[src/rtl/cmp_seq.sv]
// rtl/cmp_seq.sv - multi-cycle MSB-first magnitude comparator, DIGIT bits per clock
module cmp_seq #(
  parameter int WIDTH = 8,
  parameter int DIGIT = 2
) (
  input  logic             clk,
  input  logic             rst,
  input  logic             start,
  input  logic             signed_mode,
  input  logic [WIDTH-1:0] a,
  input  logic [WIDTH-1:0] b,
  output logic             busy,
  output logic             done,
  output logic             gt,
  output logic             lt,
  output logic             eq
);

  localparam int NCHUNK = WIDTH / DIGIT;
  localparam int IDXW   = (NCHUNK > 1) ? $clog2(NCHUNK) : 1;

  typedef enum logic [1:0] {
    IDLE = 2'd0,
    SCAN = 2'd1,
    DONE = 2'd2
  } state_t;

  state_t           state;
  state_t           state_n;
  logic [WIDTH-1:0] a_sh;
  logic [WIDTH-1:0] b_sh;
  logic [WIDTH-1:0] sign_flip;
  logic [IDXW-1:0]  idx;
  logic [DIGIT-1:0] a_top;
  logic [DIGIT-1:0] b_top;
  logic             load;
  logic             decide;

  // Operands are shifted left each cycle so the chunk under test is always at the top.
  assign a_top     = a_sh[WIDTH-1 -: DIGIT];
  assign b_top     = b_sh[WIDTH-1 -: DIGIT];
  assign sign_flip = WIDTH'(signed_mode) << (WIDTH - 1);

  always_comb begin
    state_n = state;
    load    = 1'b0;
    decide  = 1'b0;
    case (state)
      IDLE: begin
        if (start) begin
          load    = 1'b1;
          state_n = SCAN;
        end
      end
      SCAN: begin
        if ((a_top != b_top) || (idx == '0)) begin
          decide  = 1'b1;
          state_n = DONE;
        end
      end
      DONE: begin
        if (start) begin
          load    = 1'b1;
          state_n = SCAN;
        end else begin
          state_n = IDLE;
        end
      end
      default: state_n = IDLE;
    endcase
  end

  always_ff @(posedge clk) begin
    if (rst) begin
      state <= IDLE;
      a_sh  <= '0;
      b_sh  <= '0;
      idx   <= '0;
      busy  <= 1'b0;
      done  <= 1'b0;
      gt    <= 1'b0;
      lt    <= 1'b0;
      eq    <= 1'b0;
    end else begin
      state <= state_n;
      busy  <= (state_n == SCAN);
      done  <= (state_n == DONE);
      if (load) begin
        // Inverting both MSBs maps two's-complement order onto unsigned order.
        a_sh <= a ^ sign_flip;
        b_sh <= b ^ sign_flip;
        idx  <= IDXW'(NCHUNK - 1);
      end else if (state == SCAN) begin
        a_sh <= a_sh << DIGIT;
        b_sh <= b_sh << DIGIT;
        idx  <= idx - 1'b1;
      end
      if (decide) begin
        gt <= (a_top > b_top);
        lt <= (a_top < b_top);
        eq <= (a_top == b_top);
      end
    end
  end

endmodule

[config.mk]
export PLATFORM = sky130hd
export DESIGN_NAME = cmp_seq
export DESIGN_NICKNAME = d
export VERILOG_FILES = /design/src/rtl/cmp_seq.sv
export SDC_FILE = /design/constraint.sdc
export NUM_CORES = 1
export LEC_CHECK = 0
export CORE_ASPECT_RATIO = 1.4
export CORE_MARGIN = 3
export CORE_UTILIZATION = 53
export CTS_BUF_LIST = sky130_fd_sc_hd__clkbuf_8 sky130_fd_sc_hd__clkbuf_16
export DETAILED_ROUTE_END_ITERATION = 8
export DONT_BUFFER_PORTS = 1
export GPL_TIMING_DRIVEN = 0
export PLACE_DENSITY = 0.77
export RECOVER_POWER = 50
export SLEW_MARGIN = 20
export SYNTH_ARGS = -nofsm -noshare
export SYNTH_HDL_FRONTEND = slang
export SYNTH_SLANG_ARGS = --single-unit
[constraint.sdc]
create_clock -name clk -period 1.5 [get_ports clk]
set_input_delay 0.225 -clock clk [delete_from_list [all_inputs] [get_ports clk]]
set_output_delay 0.225 -clock clk [all_outputs]
set_load 0.005 [all_outputs]
==> key figures, run 1 <==
Status
  – Status: finished clean

Clock tree
  – Clk_lat worst skew: 0.27 ns
  – CTS sink count: 25
  – H-Tree Depth: 1
  – CTS tree: done
  – Root Buffer: clkbuf_8
  – Clock-pin slew on the worst setup and hold paths: 0.09 ns
  – Maximum clock path buffer count: 2
  – CTS Buf Count: 3

Timing
  – Count of pins over their slew limit: 0
  – Hold slack final: 0.0788 ns
  – Setup tns final: 0 ns
  – Unrepaired setup endpoints after global routing: no
  – Fmax: 694 MHz
  – Slew HR: 0.689
  – Final Setup Violations: 0
  – Slew @ Worst Pin: 0.467 ns
  – Tcrit/Tclk final: 0.960
  – Min Tclk post-route: 1.44 ns
  – Worst Skew: 0.00482 ns
  – Hold violation count in the final report: 0

Placement
  – Final GP Congestion: 0.758
  – PortBufs: 0
  – Final HPWL DP: 1480 µm

Pwr
  – Pleak: 0.418 nW
  – Combinational share of power: 0.164
  – PwrDens: 1200 mW/mm²
  – Power share of the clock group: 0.292
  – Sw frac: 0.271
  – Internal power: 0.996 mW
  – Seq pwr share: 0.544
  – Worst VDD drop: 0.000894 V
  – Net Switching: 0.370 mW

GRT
  – Total GRT Usage: 0.176
  – Antenna violations before repair: 0
  – Grt total ovfl: 0
  – First-pass GRT wire length: 3390 µm
  – Vias in the first global route: 822
  – Largest net degree at the start of global routing: 15

Critical path
  – Kind of cell adding the most delay to the critical path: simple AND/OR/NAND/NOR gates
  – CP Cell Sequence: inv_1 > ha_4 > and3b_2 > or4_1 > a21oi_1
  – Arrival time worst endpoint: 1.65 ns
  – Max stage delay on crit path: 0.40 ns
  – Worst EP required: 1.71 ns
  – CP Buf/Inv Count: 1
  – CP startpoint kind: register
  – Worst Setup End Kind: register
  – Critical Path Fanout Max: 2
  – Crit Path Category: reg -> reg
  – Worst-path cell with the longest stage delay: or4_1

Routing
  – Vias per cell: 6.13
  – WL met3: 88 µm
  – DRC: 0
  – Post-route ant nets: 0
  – Vias: 871
  – Top Metal Used: met4
  – DRT Pass-1 Iters: 4
  – DR WL/cell: 15.2 µm
  – Final WL: 2150 µm
  – Initial DRC count: 16
  – Detail Route met2 WL: 1090 µm
  – Met1 WL: 936 µm

Logic synthesis
  – Post-synth EDFFs: 0
  – Average size of a mapped cell: 8.89 µm²
  – Async SR Flop Fraction: 0
  – Sequential cell area fraction in the yosys report: 0.481
  – Dominant synthesized flop cell: dfxtp_1
  – Post-Syn Instances: 117
  – Synth warnings: 0
  – Syn nets: 140
  – Main area contributors after synthesis: dfxtp_1 (48%), a21oi_1 (10%), a22oi_1 (8.7%)
  – Mapped cell area: 0.00104 mm²
  – Yosys top cell by area: dfxtp_1
  – Count of cell types in the netlist: 23
  – Yosys reg bits: 25
  – Post-synth top area share: 0.481

Final layout
  – Share of post-route cells with drive strength above 1: 0.131
  – Area delta synth->final: 9.87%
  – # fillers: 154
  – Antenna Diode Count: 0
  – Total Nets Final: 146

Floorplan
  – Total die area: 0.00254 mm²
  – Initial core utilization: 0.577
  – Num rows: 18
  – DIE WIDTH: 43.4 µm
  – IO Pins: 25
  – Die span in y: 58.4 µm
  – Core area: 0.00180 mm²

Flow run
  – MaxCap Viol Count: 0

Hold path
  – Hold crit path type: in -> reg
-- cell usage after synthesis, types with 2 or more instances --
library cell	number
nor2b_1	3
nor3_1	3
a211oi_1	2
nand2b_1	2
clkbuf_1	4
nor2_1	2
xor2_1	2
a22oi_1	12
dfxtp_1	25
nand2_1	5
buf_4	2
ha_1	3
inv_1	4
buf_2	4
nand3_1	16
a21oi_1	21
-- routing by layer --
layer | up-vias | GRT usage
met5 | - | 0
met4 | 0 | 0.0991
met3 | 5 | 0.0275
met2 | 25 | 0.307
met1 | 410 | 0.199
li1 | 431 | -
-- path summary, 6_finish.rpt --
kind	startpoint	endpoint	slack (ns)	cells past startpoint
max	a_sh[6]	lt	0.06	5
min	a[0]	a_sh[0]	0.08	2
max reg2reg	a_sh[6]	lt	0.06	5
min reg2reg	a_sh[4]	a_sh[4]	0.47	2
-- metrics by stage --
step           instance area, µm²  setup slack [ns]  power [mW]  cells   util
3_5_place_dp                 1060           -0.0107       0.961    137  0.591
5_1_grt                      1140            0.0148        1.43    142  0.634
4_1_cts                      1120            0.0139        1.36    142  0.622
6_report                     1140            0.0601        1.37    142  0.634
3_3_place_gp                 1060            0.0172       0.953    137  0.591
2_1_floorplan                1040            0.0803       0.915    117      -
-- placed cells by master (no fill, tap or decap), types with 2 or more instances in the layout --
master	count
clkbuf_1	5
nor2_1	2
inv_1	3
a22oi_1	12
xor2_1	2
nor2b_1	3
ha_4	2
clkbuf_8	3
nor3_1	3
dfxtp_1	24
buf_2	3
nand2b_1	2
a211oi_1	2
nand3_1	16
buf_4	2
nand2_1	5
a21oi_1	21
-- logic make-up (layout without fill, tap and decap cells) --
group / Yosys count / in the layout / share of synthesized area
AOI/OAI and AO/OA: 38 / 38 / 0.219
xor gates and xnor gates: 2 / 2 / 0.0169
adders and majority gates: 3 / 3 / 0.0361
buffers and inverters: 15 / 20 / 0.0734
DFF: 25 / 25 / 0.481
muxes: 1 / 1 / 0.0108
and+or+nand+nor: 33 / 33 / 0.162
-- power by group through the flow --
stage               logic, mW  clock network [mW]  registers, mW
floorplan               0.166                   0          0.749
global placement        0.199                   0          0.753
detailed placement      0.205                   0          0.755
finish                  0.224               0.398          0.743
CTS                     0.216               0.406          0.740
global route            0.254               0.423          0.749
-- flip-flops by register name, indices dropped and copies added (netlist names) --
| register | count |
|---|---|
| busy | 1 |
| lt | 1 |
| state | 2 |
| gt | 1 |
| a_sh | 8 |
| done | 1 |
| b_sh | 8 |
| idx | 2 |
| eq | 1 |
-- area by class of cell --
cell class,count,area (µm²),area share
clock inverters,1,5.00,0.00438
inverters,4,15.0,0.0131
flip-flops and latches,25,502,0.439
multi-input cells,77,489,0.428
repair buffers,1,7.51,0.00657
well taps,20,25.0,0.0219
clock buffers,3,41.3,0.0361
plain buffers,11,57.6,0.0504
-- repair_timing --
item | 4_1_cts | 5_1_grt
buffers inserted | 1 | 0
resized for setup | 2 | 4
hold buffers | 0 | 0
pin swaps | 1 | 2
setup endpoints to repair | 1 | 2
No activity file was read; power rests on OpenSTA's default activity.
==> run 2: changes to the inputs <==
- CTS_CLUSTER_DIAMETER: default -> 200
- GPL_ROUTABILITY_DRIVEN: default -> 0
==> results of run 2 <==
Same layout as run 1: the final DEF is identical, and so are final timing and power.
==> run 3: changes to the inputs <==
- RECOVER_POWER: 50 -> 100
==> results of run 3 <==
Same layout as run 1: the final DEF is identical, and so are final timing and power.
